## src/rtl/rider_steer_seq.sv

```systemverilog
// -----------------------------------------------------------------------------
// rider_steer_seq
//
// Rider-presence / steering-enable sequencer for the balance controller.
// Watches the left/right load-cell readings and decides whether a rider is on
// the platform (rider_off) and whether steering may be handed to SegwayMath
// (en_steer). Steering is enabled only after the rider has stood balanced for
// a full settle time. It is dropped when the rider leans off one side or steps
// off the platform.
//
// Parameters
//   fast_sim      1: 15-bit settle timer (simulation); 0: 26-bit (~1.34 s @ 50 MHz)
//   MIN_RIDER_WT  nominal rider-present weight (sum of both cells)
//   WT_HYST       hysteresis applied either side of MIN_RIDER_WT
//
// Ports
//   clk        in   1   system clock
//   rst        in   1   asynchronous, active-high reset
//   vld        in   1   new load-cell sample valid (single-cycle strobe)
//   lft_ld     in   12  left load cell, unsigned
//   rght_ld    in   12  right load cell, unsigned
//   pwr_up     in   1   system powered (from authentication block)
//   en_steer   out  1   steering enabled to SegwayMath
//   rider_off  out  1   no rider; clears the PID integrator
//   seq_state  out  2   debug view of the state: 00 IDLE, 01 WAIT, 10 STEER
// -----------------------------------------------------------------------------
module rider_steer_seq #(
  parameter bit          fast_sim     = 1'b1,
  parameter logic [11:0] MIN_RIDER_WT = 12'h200,
  parameter logic [7:0]  WT_HYST      = 8'h40
) (
  input  logic        clk,
  input  logic        rst,
  input  logic        vld,
  input  logic [11:0] lft_ld,
  input  logic [11:0] rght_ld,
  input  logic        pwr_up,
  output logic        en_steer,
  output logic        rider_off,
  output logic [1:0]  seq_state
);

  localparam int TMR_W = fast_sim ? 15 : 26;

  // Thresholds are held at 13 bits so they compare directly against the sum.
  localparam logic [12:0] ON_THR  = {1'b0, MIN_RIDER_WT} + {5'b0_0000, WT_HYST};
  localparam logic [12:0] OFF_THR = {1'b0, MIN_RIDER_WT} - {5'b0_0000, WT_HYST};

  localparam logic [TMR_W-1:0] TMR_ZERO = {TMR_W{1'b0}};
  localparam logic [TMR_W-1:0] TMR_ONE  = {{(TMR_W-1){1'b0}}, 1'b1};

  typedef enum logic [1:0] {
    ST_IDLE  = 2'b00,
    ST_WAIT  = 2'b01,
    ST_STEER = 2'b10,
    ST_BAD   = 2'b11
  } state_t;

  state_t            state_r;
  state_t            state_nxt_s;
  logic [TMR_W-1:0]  tmr_r;
  logic [TMR_W-1:0]  tmr_nxt_s;
  logic              tmr_clr_s;
  logic              tmr_full_s;
  logic              en_steer_r;
  logic              rider_off_r;

  logic [12:0]       sum_s;
  logic [11:0]       diff_s;
  logic [12:0]       sum_q_s;       // sum / 4
  logic [12:0]       sum_15_16_s;   // sum - sum / 16
  logic              sum_gt_min_s;
  logic              sum_lt_min_s;
  logic              diff_gt_1_4_s;
  logic              diff_gt_15_16_s;

  // Saturating increment for the settle timer: it parks at all-ones so a rider
  // who has settled long ago still qualifies on the next sample.
  function automatic logic [TMR_W-1:0] sat_inc(input logic [TMR_W-1:0] val);
    logic [TMR_W-1:0] res;
    if (&val) begin
      res = val;
    end else begin
      res = val + TMR_ONE;
    end
    return res;
  endfunction

  // Load-cell arithmetic: total weight, side-to-side imbalance and the
  // weight-relative imbalance limits.
  always_comb begin
    sum_s       = {1'b0, lft_ld} + {1'b0, rght_ld};
    if (lft_ld >= rght_ld) begin
      diff_s = lft_ld - rght_ld;
    end else begin
      diff_s = rght_ld - lft_ld;
    end
    sum_q_s         = sum_s >> 2;
    sum_15_16_s     = sum_s - (sum_s >> 4);
    sum_gt_min_s    = (sum_s > ON_THR);
    sum_lt_min_s    = (sum_s < OFF_THR);
    diff_gt_1_4_s   = ({1'b0, diff_s} > sum_q_s);
    diff_gt_15_16_s = ({1'b0, diff_s} > sum_15_16_s);
  end

  assign tmr_full_s = &tmr_r;

  // Next-state decode: loss of power wins over everything; every other move
  // is taken only on a valid sample.
  always_comb begin
    state_nxt_s = state_r;
    tmr_clr_s   = 1'b0;
    if (!pwr_up) begin
      state_nxt_s = ST_IDLE;
    end else begin
      case (state_r)
        ST_IDLE: begin
          if (vld && sum_gt_min_s) begin
            state_nxt_s = ST_WAIT;
          end else begin
            state_nxt_s = ST_IDLE;
          end
        end
        ST_WAIT: begin
          if (vld) begin
            if (sum_lt_min_s) begin
              state_nxt_s = ST_IDLE;
            end else if (diff_gt_1_4_s) begin
              // Leaning rider restarts the settle period, even if the timer
              // had already filled.
              state_nxt_s = ST_WAIT;
              tmr_clr_s   = 1'b1;
            end else if (tmr_full_s) begin
              state_nxt_s = ST_STEER;
            end else begin
              state_nxt_s = ST_WAIT;
            end
          end else begin
            state_nxt_s = ST_WAIT;
          end
        end
        ST_STEER: begin
          if (vld) begin
            if (sum_lt_min_s) begin
              state_nxt_s = ST_IDLE;
            end else if (diff_gt_15_16_s) begin
              state_nxt_s = ST_WAIT;
            end else begin
              state_nxt_s = ST_STEER;
            end
          end else begin
            state_nxt_s = ST_STEER;
          end
        end
        default: begin
          state_nxt_s = ST_IDLE;
        end
      endcase
    end
  end

  // Settle-timer next value: zero outside WAIT and on each fresh entry into
  // WAIT, so the full count is always measured from a clean start.
  always_comb begin
    if (state_nxt_s != ST_WAIT) begin
      tmr_nxt_s = TMR_ZERO;
    end else if ((state_r != ST_WAIT) || tmr_clr_s) begin
      tmr_nxt_s = TMR_ZERO;
    end else begin
      tmr_nxt_s = sat_inc(tmr_r);
    end
  end

  // State, timer and output flops. Outputs are registered from the next-state
  // decode so they always line up with the state flop.
  always_ff @(posedge clk or posedge rst) begin
    if (rst) begin
      state_r     <= ST_IDLE;
      tmr_r       <= TMR_ZERO;
      en_steer_r  <= 1'b0;
      rider_off_r <= 1'b1;
    end else begin
      state_r     <= state_nxt_s;
      tmr_r       <= tmr_nxt_s;
      en_steer_r  <= (state_nxt_s == ST_STEER);
      rider_off_r <= (state_nxt_s == ST_IDLE);
    end
  end

  assign en_steer  = en_steer_r;
  assign rider_off = rider_off_r;
  assign seq_state = state_r;

endmodule

```

## config.mk

```make
export PLATFORM = sky130hd
export DESIGN_NAME = rider_steer_seq
export DESIGN_NICKNAME = d
export VERILOG_FILES = /design/src/rtl/rider_steer_seq.sv
export SDC_FILE = /design/constraint.sdc
export NUM_CORES = 1
export LEC_CHECK = 0
export BUFFER_PORTS_ARGS = -buffer_cell sky130_fd_sc_hd__buf_2
export CAP_MARGIN = 10
export CORE_ASPECT_RATIO = 1.25
export CORE_MARGIN = 3
export CORE_UTILIZATION = 57
export DETAILED_ROUTE_END_ITERATION = 16
export PLACE_DENSITY = 0.79
export SLEW_MARGIN = 10
export SYNTH_ARGS = -nofsm -noshare
export SYNTH_HDL_FRONTEND = slang
export SYNTH_SLANG_ARGS = --single-unit
export TNS_END_PERCENT = 50
```

## constraint.sdc

```tcl
create_clock -name clk -period 2.51 [get_ports clk]
set_clock_uncertainty 0.1 [all_clocks]
set_input_delay 0.502 -clock clk [delete_from_list [all_inputs] [get_ports clk]]
set_output_delay 0.502 -clock clk [all_outputs]
set_load 0.02 [all_outputs]
```

==> flow_summary.rst, run 1 <==
.. list-table::
   :header-rows: 1

   * - Metric
     - Value
   * - Synthesized netlist net count
     - 602
   * - Total standard cell area after synthesis
     - 4150 sq um
   * - Number of port buffers
     - 31
   * - Category of the most critical setup path
     - input pin to flip-flop
   * - Data required, critical path
     - 2.55 ns
   * - Width of the die
     - 82.3 microns
   * - Routed length per placed instance
     - 18.1 microns
   * - Max_cap viols
     - 0
   * - Period Utilization, post-route
     - 2.23
   * - Sequential element share of the synthesized area
     - 0.115
   * - Most area-hungry cell type in the Yosys netlist
     - sky130_fd_sc_hd__ha_1
   * - Most instantiated flip-flop cell in the synthesis netlist
     - sky130_fd_sc_hd__dfrtp_1
   * - Total number of vias
     - 4925
   * - Area post-placement
     - 5880 sq um
   * - 1st-pass router iterations
     - 5
   * - Minimum clock period after layout
     - 5.59 ns
   * - Residual overflow from global routing
     - 0
   * - Combined flip-flop and latch cell area
     - 477 sq um
   * - Static leakage
     - 2.99 nW
   * - First-pass GRT wire length
     - 20400 microns
   * - Largest net degree at the start of global routing
     - 20
   * - GRT Util Overall
     - 0.305
   * - H-tree depth
     - 1
   * - TritonCTS buffer count
     - 3
   * - Critical path's slowest cell
     - sky130_fd_sc_hd__fa_2
   * - Largest stage delay on the critical path
     - 0.39 ns
   * - Top cells by instance count after synthesis
     - sky130_fd_sc_hd__ha_1, sky130_fd_sc_hd__inv_1, sky130_fd_sc_hd__a21oi_1
   * - Gate family responsible for the most delay along the worst path
     - compound AO/OA/AOI/OAI gates
   * - Clk slew on worst S/H paths
     - 0.07 ns
   * - DR iter-0 viols
     - 269
   * - Detailed-route wire length
     - 14500 microns
   * - Transition time at the pin with the least slew margin
     - 0.809 ns
   * - Total count of hold-check failures in the final report
     - 0
   * - Buffers and inverters on the worst path
     - 4
   * - Height of the die
     - 101 microns
   * - Library cells used by synthesis
     - 78
   * - Cts hold-fix bufs
     - 0
   * - Number of filler instances in the final layout
     - 342
   * - Placement row count
     - 34
   * - Kind of start point of the critical path
     - input pin
   * - RD Place Congestion
     - 0.928
   * - Worst slew slack as a fraction of its limit
     - 0.456
   * - Number of antenna cells inserted
     - 0
   * - Finished layout cell area
     - 6160 sq um
   * - Unrepaired setup endpoints after global routing
     - true
   * - Clk Latency, worst-skew pair
     - 0.27 ns
   * - Synth area leaders
     - sky130_fd_sc_hd__ha_1, sky130_fd_sc_hd__dfrtp_1, sky130_fd_sc_hd__xnor2_1, sky130_fd_sc_hd__a21oi_1, sky130_fd_sc_hd__inv_1
   * - Violations in the final reports
     - negative setup slack
   * - Yosys warnings
     - 0
   * - Initial antenna violation count
     - 0
   * - DR vias/cell
     - 6.13
   * - Total DRC errors in the routed layout
     - 0
   * - Highest clock frequency the design can meet
     - 0.179 GHz
   * - Num ports
     - 32
   * - Post-synthesis cell count
     - 505
   * - Number of synthesized register bits
     - 19
   * - Worst setup slack after layout
     - -3.08 ns
   * - Number of global-route vias before repair
     - 4861
   * - Final-report setup violation count
     - 19
   * - Number of synthesized flops with an enable pin
     - 0
   * - Power density normalized to cell area
     - 606 nW/um^2
   * - Clock sinks
     - 19
   * - Crit path capture type
     - flip-flop
   * - Area taken by multi-input logic gates
     - 3710 sq um
   * - Most used standard cell by instance count after synthesis
     - sky130_fd_sc_hd__ha_1
   * - Final-stage net count
     - 811
   * - Critical path arrival
     - 5.62 ns
   * - VDD IR max
     - 418 uV
   * - Synthesis-to-layout area growth
     - 48.4%
   * - Pins over their slew limit
     - 0
   * - Run status
     - finished with violations
   * - HP Class
     - input pin to async pin
   * - Share of final-layout standard cells stronger than drive strength 1
     - 0.429
   * - CTS tree
     - done
   * - Share of synthesized registers carrying an async set or reset
     - 1.00
   * - Synth top area share
     - 0.196
   * - Placeable Area
     - 7020 sq um
   * - Total Die Area
     - 8340 sq um
   * - Maximum root-to-sink buffer count
     - 2
   * - Critical Path Fanout Max
     - 7
   * - Detailed Place HPWL
     - 10900 microns
   * - Total power of the final layout
     - 0.00373 W
   * - Synthesized area per cell
     - 8.21 sq um
   * - Post-route ant nets
     - 0
   * - Starting Density
     - 0.591
   * - Clk root buf
     - sky130_fd_sc_hd__clkbuf_8
kinds of logic after synthesis:
logic type | after synthesis | share of synthesized area
flip-flops | 19 | 0.115
AND/OR/NAND/NOR | 151 | 0.219
XOR/XNOR | 44 | 0.0965
adder cells (fa/ha/maj) | 71 | 0.221
multiplexers | 9 | 0.0220
buffers and inverters | 66 | 0.0658
AO/OA/AOI/OAI | 145 | 0.261
per-stage QoR:
| step | cells | setup TNS [ns] | util | setup slack, ns | hold slack (ns) |
|---|---|---|---|---|---|
| 6_report | 803 | -56.57 | 0.877 | -3.08 | 0.247 |
| 5_1_grt | 803 | -60.16 | 0.877 | -3.26 | 0.303 |
| 4_1_cts | 798 | -54.04 | 0.848 | -2.93 | 0.260 |
| 3_5_place_dp | 794 | -59.64 | 0.837 | -3.21 | 0.467 |
| 3_3_place_gp | 794 | -56.47 | 0.837 | -3.04 | 0.448 |
| 2_1_floorplan | 505 | -52.23 | - | -2.89 | 0.352 |
worst paths after layout:
path,slack [ns],from,endpoint,cells past startpoint
max in group asynchronous,1.61,rst,tmr_r[0]$_DFFE_PP0P_,2
min,0.25,rst,tmr_r[1]$_DFFE_PP0P_,2
min reg2reg,0.49,tmr_r[8]$_DFFE_PP0P_,tmr_r[8]$_DFFE_PP0P_,2
max,-3.08,rght_ld[0],tmr_r[13]$_DFFE_PP0P_,30
max reg2reg,0,tmr_r[5]$_DFFE_PP0P_,tmr_r[13]$_DFFE_PP0P_,8
min in group clk,0.49,tmr_r[8]$_DFFE_PP0P_,tmr_r[8]$_DFFE_PP0P_,2
registers in the layout, summed over array words and instances, names as in the netlist:
signal,cells
seq_state,2
tmr_r,15
en_steer,1
rider_off,1
cell type report:
type,count,area share
Multi-Input combinational cell,420,0.603
Timing Repair Buffer,217,0.261
Sequential cell,19,0.0774
Inverter,53,0.0329
Tap cell,90,0.0183
Clock buffer,3,0.00671
Clock inverter,1,0.000813
power breakdown:
group | total, W | internal (W) | switching [W] | leakage (nW)
Combinational | 0.00318 | 0.00157 | 0.00161 | 2.70
Clock | 0.000221 | 0.000111 | 0.000110 | 0.0255
Sequential | 0.000334 | 0.000319 | 0.0000150 | 0.260
cell usage in the layout, fill, tap and decap left out, types with 10 or more instances in the layout:
cell type                   n
sky130_fd_sc_hd__nand3_1   13
sky130_fd_sc_hd__inv_1     44
sky130_fd_sc_hd__buf_4    182
sky130_fd_sc_hd__a21o_1    12
sky130_fd_sc_hd__dfrtp_1   18
sky130_fd_sc_hd__o21ai_0   10
sky130_fd_sc_hd__xor2_1    13
sky130_fd_sc_hd__nand4_1   11
sky130_fd_sc_hd__nor3_2    10
sky130_fd_sc_hd__buf_2     30
sky130_fd_sc_hd__ha_1      59
sky130_fd_sc_hd__nor2_1    21
sky130_fd_sc_hd__xnor2_1   25
sky130_fd_sc_hd__nand2_1   21
sky130_fd_sc_hd__a21oi_1   31
timing repair:
| action | 4_1_cts | 5_1_grt |
|---|---|---|
| cloned | 0 | 1 |
| resized for setup | 7 | 37 |
| pin swaps | 2 | 26 |
| setup endpoints to repair | 19 | 19 |
| buffers inserted | 0 | 4 |
per-layer routing:
metal | GRT usage | part of all wire | vias to the layer above | routed length, microns
met5 | 0 | 0 | - | 0
met4 | 0.171 | 0.075 | 0 | 1100
met3 | 0.0374 | 0.046 | 112 | 669
met2 | 0.607 | 0.53 | 206 | 7670
met1 | 0.287 | 0.35 | 2325 | 5080
li1 | - | - | 2282 | -
(Power assumes the default switching activity.)
==> inputs of run 2 (changes only) <==
RECOVER_POWER = 100   (was not set)
==> run 2 against run 1 <==
Sequential share of layout area about the same. Global-route usage unchanged. Total power about the same. Sequential power about the same. Clock-buffer cell count unchanged. Critical path depth unchanged. Register-to-register slack about the same. The flow still finishes with violations (negative setup slack). Wire length about the same. Critical path type unchanged. Flip-flop and latch count unchanged. Setup slack about the same. Clock power about the same. Largest power group unchanged. Utilization down 0.071 points.
==> flow_summary.rst, run 2 (synthesized netlist as in run 1, its figures left out) <==
.. list-table::
   :header-rows: 1

   * - Metric
     - Value
   * - Pins over their slew limit
     - 0 (unchanged)
   * - Data required, critical path
     - 2.55 ns (about the same)
   * - Critical Path Fanout Max
     - 7 (unchanged)
   * - Total DRC errors in the routed layout
     - 0 (unchanged)
   * - Height of the die
     - 101 microns (unchanged)
   * - First-pass GRT wire length
     - 20400 microns (unchanged)
   * - Detailed-route wire length
     - 14500 microns (about the same)
   * - Highest clock frequency the design can meet
     - 0.179 GHz (about the same)
   * - Initial antenna violation count
     - 0 (unchanged)
   * - Synthesis-to-layout area growth
     - 48.3% (was 48.4%)
   * - Number of global-route vias before repair
     - 4861 (unchanged)
   * - Total count of hold-check failures in the final report
     - 0 (unchanged)
   * - Static leakage
     - 2.97 nW (was 2.99 nW)
   * - Routed length per placed instance
     - 18.1 microns (about the same)
   * - CTS tree
     - done (unchanged)
   * - Relative contribution of the clock network to total power
     - 0.059 (about the same)
   * - P_sw
     - 0.00174 W (about the same)
   * - H-tree depth
     - 1 (unchanged)
   * - Width of the die
     - 82.3 microns (unchanged)
   * - DR vias/cell
     - 6.15 (was 6.13)
   * - Share of final-layout standard cells stronger than drive strength 1
     - 0.424 (was 0.429)
   * - Final-report setup violation count
     - 19 (unchanged)
   * - Switching fraction of total power
     - 0.466 (about the same)
   * - Residual overflow from global routing
     - 0 (unchanged)
   * - Flip-flop count of the largest register after layout
     - 15 (unchanged)
   * - Commonest cells after routing, fill and taps aside
     - sky130_fd_sc_hd__buf_4, sky130_fd_sc_hd__ha_1, sky130_fd_sc_hd__inv_1 (unchanged)
   * - Largest net degree at the start of global routing
     - 20 (unchanged)
   * - Clk Latency, worst-skew pair
     - 0.27 ns (about the same)
   * - Largest stage delay on the critical path
     - 0.39 ns (about the same)
   * - Num ports
     - 32 (unchanged)
   * - Total power of the final layout
     - 0.00373 W (about the same)
   * - Maximum root-to-sink buffer count
     - 2 (unchanged)
   * - RD Place Congestion
     - 0.928 (unchanged)
   * - Worst slew slack as a fraction of its limit
     - 0.456 (unchanged)
   * - Detailed Place HPWL
     - 10900 microns (unchanged)
   * - HP Class
     - input pin to async pin (unchanged)
   * - Buffers and inverters on the worst path
     - 4 (unchanged)
   * - Internal power
     - 0.00199 W (was 0.00200 W)
   * - Total number of vias
     - 4935 (was 4925)
   * - Max_cap viols
     - 0 (unchanged)
   * - TritonCTS buffer count
     - 3 (unchanged)
   * - Fraction of power consumed by combinational cells
     - 0.851 (was 0.852)
   * - Kind of start point of the critical path
     - input pin (unchanged)
   * - Proportion of power drawn by flip-flops and latches
     - 0.089 (about the same)
   * - Cts hold-fix bufs
     - 0 (unchanged)
   * - Final-stage net count
     - 811 (unchanged)
   * - Starting Density
     - 0.591 (unchanged)
   * - GRT Util Overall
     - 0.305 (unchanged)
   * - Power density normalized to cell area
     - 607 nW/um^2 (was 606 nW/um^2)
   * - Total Neg Setup Slack
     - -56.55 ns (was -56.57 ns)
   * - Commonest non-fill, non-tap cell in the layout
     - sky130_fd_sc_hd__buf_4 (unchanged)
   * - Largest register by flop count
     - tmr_r (unchanged)
   * - Critical path's slowest cell
     - sky130_fd_sc_hd__fa_2 (unchanged)
   * - Critical path arrival
     - 5.62 ns (about the same)
   * - Period Utilization, post-route
     - 2.23 (about the same)
   * - Worst setup slack after layout
     - -3.08 ns (about the same)
   * - Category of the most critical setup path
     - input pin to flip-flop (unchanged)
   * - Placeable Area
     - 7020 sq um (unchanged)
   * - Worst setup slack before clock tree synthesis
     - -3.21 ns (unchanged)
   * - Number of antenna cells inserted
     - 0 (unchanged)
   * - Transition time at the pin with the least slew margin
     - 0.809 ns (unchanged)
   * - Gate family responsible for the most delay along the worst path
     - compound AO/OA/AOI/OAI gates (unchanged)
   * - Clk slew on worst S/H paths
     - 0.07 ns (about the same)
   * - VDD IR max
     - 418 uV (about the same)
   * - Number of port buffers
     - 31 (unchanged)
   * - Placement row count
     - 34 (unchanged)
   * - Post-route ant nets
     - 0 (unchanged)
   * - Crit path capture type
     - flip-flop (unchanged)
   * - Clk root buf
     - sky130_fd_sc_hd__clkbuf_8 (unchanged)
   * - 1st-pass router iterations
     - 5 (unchanged)
   * - DR iter-0 viols
     - 269 (unchanged)
   * - Clock sinks
     - 19 (unchanged)
   * - Run status
     - finished with violations (unchanged)
   * - Total Die Area
     - 8340 sq um (unchanged)
   * - Minimum clock period after layout
     - 5.59 ns (about the same)
   * - Unrepaired setup endpoints after global routing
     - true (unchanged)
   * - Violations in the final reports
     - negative setup slack (unchanged)
==> run 2: power by group through the flow <==
stage               combinational [W]  sequential (W)  clock [W]
finish                        0.00318        0.000334   0.000221
global route                  0.00342        0.000335   0.000230
CTS                           0.00280        0.000332   0.000217
detailed placement            0.00276        0.000338          0
global placement              0.00262        0.000337          0
floorplan                     0.00160        0.000344          0
==> run 2: per-stage QoR <==
| stage | std cells | hold WS, ns | instance area, sq um | utilization |
|---|---|---|---|---|
| 2_1_floorplan | 505 | 0.352 | 4300 | - |
| 3_3_place_gp | 794 | 0.448 | 5880 | 0.837 |
| 3_5_place_dp | 794 | 0.467 | 5880 | 0.837 |
| 4_1_cts | 798 | 0.260 | 5950 | 0.848 |
| 5_1_grt | 803 | 0.303 | 6150 | 0.876 |
| 6_report | 803 | 0.248 | 6150 | 0.876 |
==> run 2: final cells by class <==
class                           count  area, sq um
Timing Repair Buffer              217         1600
Multi-Input combinational cell    420         3710
Fill cell                         345          867
Inverter                           53          203
Clock inverter                      1         5.00
Sequential cell                    19          477
Tap cell                           90          113
Clock buffer                        3         41.3
==> run 2: layer usage <==
layer,global-route usage,routed length (microns)
met1,0.287,5070
met2,0.607,7700
met3,0.0374,663
met4,0.171,1080
met5,0,0
==> run 2: worst reg2reg max path, stage by stage (launching register included) <==
cell	delay (ns)
sky130_fd_sc_hd__dfrtp_1	0.41
sky130_fd_sc_hd__nand4_1	0.19
sky130_fd_sc_hd__nor3_1	0.29
sky130_fd_sc_hd__and3_1	0.24
sky130_fd_sc_hd__nand4_1	0.23
sky130_fd_sc_hd__a211o_1	0.39
sky130_fd_sc_hd__a31oi_4	0.27
sky130_fd_sc_hd__clkbuf_16	0.21
sky130_fd_sc_hd__a211oi_2	0.04
==> run 2: timing repair <==
item,4_1_cts,5_1_grt
setup buffers,0,4
endpoints found under the setup margin,19,19
pin swaps,2,26
cloned,0,1
resized for setup,7,37
==> run 2: worst paths after layout <==
kind	from	endpoint	slack, ns	cells after the start
setup / recovery	rght_ld[0]	tmr_r[13]$_DFFE_PP0P_	-3.08	30
hold / removal	rst	tmr_r[1]$_DFFE_PP0P_	0.25	2
setup reg to reg	tmr_r[5]$_DFFE_PP0P_	tmr_r[13]$_DFFE_PP0P_	0	8
hold reg to reg	tmr_r[8]$_DFFE_PP0P_	tmr_r[8]$_DFFE_PP0P_	0.49	2
max in group asynchronous	rst	tmr_r[0]$_DFFE_PP0P_	1.60	2
min in group clk	tmr_r[8]$_DFFE_PP0P_	tmr_r[8]$_DFFE_PP0P_	0.49	2
